`config.mk`:
```
export PLATFORM = sky130hd
export DESIGN_NAME = button_pulse_array
export DESIGN_NICKNAME = d
export VERILOG_FILES = /design/src/rtl/btn_pkg.sv /design/src/rtl/btn_channel.sv /design/src/rtl/button_pulse_array.sv
export SDC_FILE = /design/constraint.sdc
export NUM_CORES = 1
export LEC_CHECK = 0
export BUFFER_PORTS_ARGS = -buffer_cell sky130_fd_sc_hd__buf_2
export CAP_MARGIN = 20
export CORE_ASPECT_RATIO = 0.8
export CORE_MARGIN = 5
export CORE_UTILIZATION = 53
export CTS_CLUSTER_DIAMETER = 100
export DETAILED_ROUTE_END_ITERATION = 12
export PLACE_DENSITY_LB_ADDON = 0.12
export SLEW_MARGIN = 20
export SYNTH_ARGS = -nofsm -noshare
export SYNTH_HDL_FRONTEND = slang
export SYNTH_SLANG_ARGS = --single-unit
```
`constraint.sdc`:
```
create_clock -name clk -period 1.3 [get_ports clk]
set_input_delay 0.195 -clock clk [delete_from_list [all_inputs] [get_ports clk]]
set_output_delay 0.195 -clock clk [all_outputs]
set_load 0.02 [all_outputs]
```
`src/rtl/btn_pkg.sv`:
```
// Shared constants and helpers for the push-button front end.
// Provides default timing parameters and the counter-width function.
package btn_pkg;

  localparam int DEF_SYNC_STAGES  = 2;
  localparam int DEF_DEBOUNCE_CYC = 4;
  localparam int DEF_REPEAT_RATE  = 8;

  // Bits needed to hold 0..max; never returns 0.
  function automatic int cnt_w(int max);
    return (max < 1) ? 1 : $clog2(max + 1);
  endfunction

  // Auto-repeat interval being timed.
  typedef enum logic {
    RPT_FIRST,
    RPT_NEXT
  } rpt_phase_e;

endpackage

```
`src/rtl/btn_channel.sv`:
```
// One button channel: synchroniser, debounce, repeat timer, pulses.
// Ports: clk, reset (async low), raw in; pulse, held, press_evt out.
module btn_channel
  import btn_pkg::*;
#(
  parameter bit ACTIVE_LOW   = 1'b1,
  parameter int SYNC_STAGES  = DEF_SYNC_STAGES,
  parameter int DEBOUNCE_CYC = DEF_DEBOUNCE_CYC,
  parameter int REPEAT_DELAY = 0,
  parameter int REPEAT_RATE  = DEF_REPEAT_RATE
) (
  input  logic clk,
  input  logic reset,
  input  logic raw,
  output logic pulse,
  output logic held,
  output logic press_evt
);

  localparam int DBW = cnt_w(DEBOUNCE_CYC);
  localparam int RPMAX =
    (REPEAT_DELAY > REPEAT_RATE) ? REPEAT_DELAY : REPEAT_RATE;
  localparam int RPW = cnt_w(RPMAX);
  localparam bit RPT_EN = (REPEAT_DELAY > 0);

  logic [SYNC_STAGES-1:0] sync;
  logic [DBW-1:0]         cnt;
  logic                   sync_out;
  logic                   toggle;
  logic                   rise;

  logic [RPW-1:0]         rpt;
  logic [RPW-1:0]         rpt_nxt;
  logic [RPW-1:0]         target;
  rpt_phase_e             phase;
  logic                   rpt_run;
  logic                   rpt_hit;

  assign sync_out = sync[SYNC_STAGES-1];
  assign toggle   = (sync_out != held) &&
                    (cnt == DBW'(DEBOUNCE_CYC - 1));
  assign rise     = toggle && !held;

  always_ff @(posedge clk or negedge reset) begin
    if (!reset) begin
      sync <= '0;
    end else begin
      sync <= {sync[SYNC_STAGES-2:0], raw ^ ACTIVE_LOW};
    end
  end

  always_ff @(posedge clk or negedge reset) begin
    if (!reset) begin
      cnt  <= '0;
      held <= 1'b0;
    end else if (sync_out == held) begin
      cnt <= '0;
    end else if (toggle) begin
      cnt  <= '0;
      held <= ~held;
    end else begin
      cnt <= cnt + 1'b1;
    end
  end

  // Repeat timer only runs while held and not on the edge where
  // held changes, so a release can never fire a late repeat.
  assign rpt_run = held && !toggle;
  assign rpt_nxt = rpt + 1'b1;
  assign target  = (phase == RPT_FIRST) ? RPW'(REPEAT_DELAY)
                                        : RPW'(REPEAT_RATE);
  assign rpt_hit = RPT_EN && rpt_run && (rpt_nxt == target);

  always_ff @(posedge clk or negedge reset) begin
    if (!reset) begin
      rpt   <= '0;
      phase <= RPT_FIRST;
    end else if (!rpt_run) begin
      rpt   <= '0;
      phase <= RPT_FIRST;
    end else if (rpt_nxt == target) begin
      rpt   <= '0;
      phase <= RPT_NEXT;
    end else begin
      rpt <= rpt_nxt;
    end
  end

  always_ff @(posedge clk or negedge reset) begin
    if (!reset) begin
      pulse     <= 1'b0;
      press_evt <= 1'b0;
    end else begin
      pulse     <= rise | rpt_hit;
      press_evt <= rise;
    end
  end

endmodule

```
`src/rtl/button_pulse_array.sv`:
```
// N-channel push-button front end built from btn_channel instances.
// Ports: clk, reset (async low), btn_raw; pulse, held, press_evt.
module button_pulse_array
  import btn_pkg::*;
#(
  parameter int N_CH         = 4,
  parameter bit ACTIVE_LOW   = 1'b1,
  parameter int SYNC_STAGES  = DEF_SYNC_STAGES,
  parameter int DEBOUNCE_CYC = DEF_DEBOUNCE_CYC,
  parameter int REPEAT_DELAY = 0,
  parameter int REPEAT_RATE  = DEF_REPEAT_RATE
) (
  input  logic            clk,
  input  logic            reset,
  input  logic [N_CH-1:0] btn_raw,
  output logic [N_CH-1:0] pulse,
  output logic [N_CH-1:0] held,
  output logic [N_CH-1:0] press_evt
);

  for (genvar i = 0; i < N_CH; i++) begin : g_ch
    btn_channel #(
      .ACTIVE_LOW   (ACTIVE_LOW),
      .SYNC_STAGES  (SYNC_STAGES),
      .DEBOUNCE_CYC (DEBOUNCE_CYC),
      .REPEAT_DELAY (REPEAT_DELAY),
      .REPEAT_RATE  (REPEAT_RATE)
    ) u_ch (
      .clk       (clk),
      .reset     (reset),
      .raw       (btn_raw[i]),
      .pulse     (pulse[i]),
      .held      (held[i]),
      .press_evt (press_evt[i])
    );
  end

endmodule

```
==> results.json <==
{
  "cts_buffers": 3,
  "cp-startpoint": "g_ch[3].u_ch.cnt[0]",
  "num_rows": 14,
  "crit_path_start_kind": "register",
  "fp.coreArea_mm2": 0.001944,
  "netlist.area_leader.share": 0.6222,
  "setup_viol": 0,
  "skew_ps": 3.084,
  "hold_class": "register to register",
  "fp.dieW_um": 61.54,
  "max-vdd-ir-drop_mv": 1.324,
  "cp.arrival_ps": 1440,
  "ys_types": 14,
  "r2r_start": "g_ch[3].u_ch.cnt[0]",
  "met3_usage": 0.05290,
  "hp-start": "g_ch[1].u_ch.sync[0]",
  "dieArea_mm2": 0.003152,
  "cts_tree": "built",
  "synth_area_leader_cell": "dfrtp_1",
  "ys_warn_count": 0,
  "drtAntennaViolNets": 0,
  "leakage_uw": 0.0006342,
  "nets": 101,
  "drive_above_1_share": 0.3667,
  "synthTopCellsByArea": "dfrtp_1 (62%), buf_4 (8.0%), nor2b_4 (4.9%)",
  "grt_pass1_wl_um": 2525,
  "htree_levels": 1,
  "drcViolationCount": 0,
  "post_cts_buffers": 0,
  "relSlewSlack": 0.6056,
  "hold_ws_ps": 367.1,
  "hpwl_um": 995.8,
  "slew_viol_final": 0,
  "cp_slowest_cell": "dfrtp_1",
  "wirelength_um": 1396,
  "grt_pass1_vias": 582,
  "fin_tns_setup_ps": 0,
  "path_clk_slew_ps": 140,
  "fin_cells": 114,
  "worstPathCellList": "ha_1 > nor2b_4 > mux2_1",
  "rsz0062_at_grt": "no",
  "portBuffers": 17,
  "detail_route.wl_per_cell_um": 12.25,
  "synth_area_mm2": 0.001126,
  "avgSynthCellArea_um2": 14.82,
  "ios": 18,
  "antenna_found_initial": 0,
  "path_class": "register to register",
  "end_kind": "register",
  "grt-ovfl-total": 0,
  "clock_latency_ps": 330,
  "status": "complete, no violations",
  "viasPerCell": 4.772,
  "cts_root_buf": "clkbuf_4",
  "use_met2": 0.1760,
  "crit_required_ps": 1530,
  "yosysSeqAreaShare": 0.6222,
  "grt_max_degree": 29,
  "drt_first_pass_iters": 2,
  "area_delta_synth_final_pct": 9.889,
  "grt-busiest-layer": "met2",
  "tightest_slew_ps": 591.6,
  "n_antenna_cell": 0,
  "cp_max_fo": 4,
  "fmax_ghz": 0.8292,
  "initial_utilization": 0.5792,
  "cts_resized": 0,
  "ys_seq_elements": 28,
  "fp.dieH_um": 51.23,
  "clock-sinks": 28,
  "finalHoldViolCount": 0,
  "dp.cells": 105,
  "powerDensity_mw_per_mm2": 1817,
  "finalCriticalPeriod_ps": 1206,
  "hold_buffers": 5,
  "slowest_delay_ps": 390,
  "n_fill_cell": 148,
  "grt_use_total": 0.1126,
  "use_met1": 0.1343,
  "synth_nets": 86,
  "fin_crit_sh": 0.9277,
  "clock_path_buffers": 2,
  "synthCells": 76,
  "gp_congestion": 0.6766,
  "drtIter0Drc": 19,
  "power_uw": 2248,
  "cap_violations": 0,
  "num_vias": 544
}
==> per-stage QoR <==
stage	area (um2)	utilization	setup slack, ps
after floorplan	1126	-	176.7
after global placement	1151	0.5920	165.8
after detailed placement	1151	0.5920	117.9
after CTS	1237	0.6364	83.26
after global routing	1237	0.6364	34.15
final	1237	0.6364	93.96
==> worst paths after layout <==
kind | to | slack (ps) | cells after the start
min | g_ch[1].u_ch.sync[1] | 370 | 0
max in group asynchronous | g_ch[0].u_ch.sync[1] | 530 | 2
min reg2reg | g_ch[1].u_ch.sync[1] | 370 | 0
max reg2reg | g_ch[3].u_ch.held | 90 | 3
max | g_ch[3].u_ch.held | 90 | 3
min in group asynchronous | g_ch[2].u_ch.pulse | 380 | 2
==> layer usage <==
layer / share of wire / vias up
li1: - / 264
met1: 0.43 / 264
met2: 0.48 / 13
met3: 0.074 / 3
met4: 0.014 / 0
met5: 0 / -
==> state kept, by name (all words and copies together) (netlist names) <==
signal and flops:
g_ch.u_ch.cnt 12, g_ch.u_ch.sync 8, g_ch.u_ch.held 4, g_ch.u_ch.pulse 4
==> synth_stat cells <==
cell type and count:
mux2_2 2, and3b_2 2, nor3b_2 4, and3b_1 2, nor3b_1 2, dfrtp_1 28, mux2_1 2, inv_1 4
nor2b_1 2, nor2b_4 4, ha_1 4, xnor2_1 4, buf_4 12, nor3_1 4
==> critical path, delay by kind of cell (launching register included) <==
family / cells / cell delay [ps]
fa+ha+maj: 1 / 200
flops: 1 / 390
mux: 1 / 330
simple gates: 1 / 200
==> cell type report <==
type	count	area, um2	area share
flip-flops and latches	28	700.7	0.5662
multi-input cells	32	320.3	0.2588
well taps	24	30.03	0.02427
repair buffers	22	135.1	0.1092
inverters	4	15.01	0.01213
clock buffers	4	36.28	0.02932
==> power breakdown <==
part / leakage (uW) / total (uW) / switching, uW / internal, uW
clock network: 0.0000210 / 418 / 247 / 172
registers: 0.000356 / 1170 / 119 / 1050
logic: 0.000258 / 657 / 332 / 325
==> cell usage in the layout, fill, tap and decap left out, types with 3 or more instances in the layout <==
cell	n
dfrtp_1	28
buf_2	17
dlygate4sd3_1	5
xnor2_1	4
nor2b_4	4
nor3_1	4
nor3b_2	4
inv_1	4
ha_1	4
clkbuf_4	3
==> cell families (layout without fill, tap and decap cells) <==
| kind of cell | count (synthesis) | count (layout) | share of synthesized area |
|---|---|---|---|
| xor+xnor | 4 | 4 | 0.03111 |
| mux | 4 | 4 | 0.04000 |
| simple gates | 20 | 20 | 0.1689 |
| fa+ha+maj | 4 | 4 | 0.04445 |
| flops | 28 | 28 | 0.6222 |
| buf+inv | 16 | 30 | 0.09333 |
No activity file was read; power rests on OpenSTA's default activity.
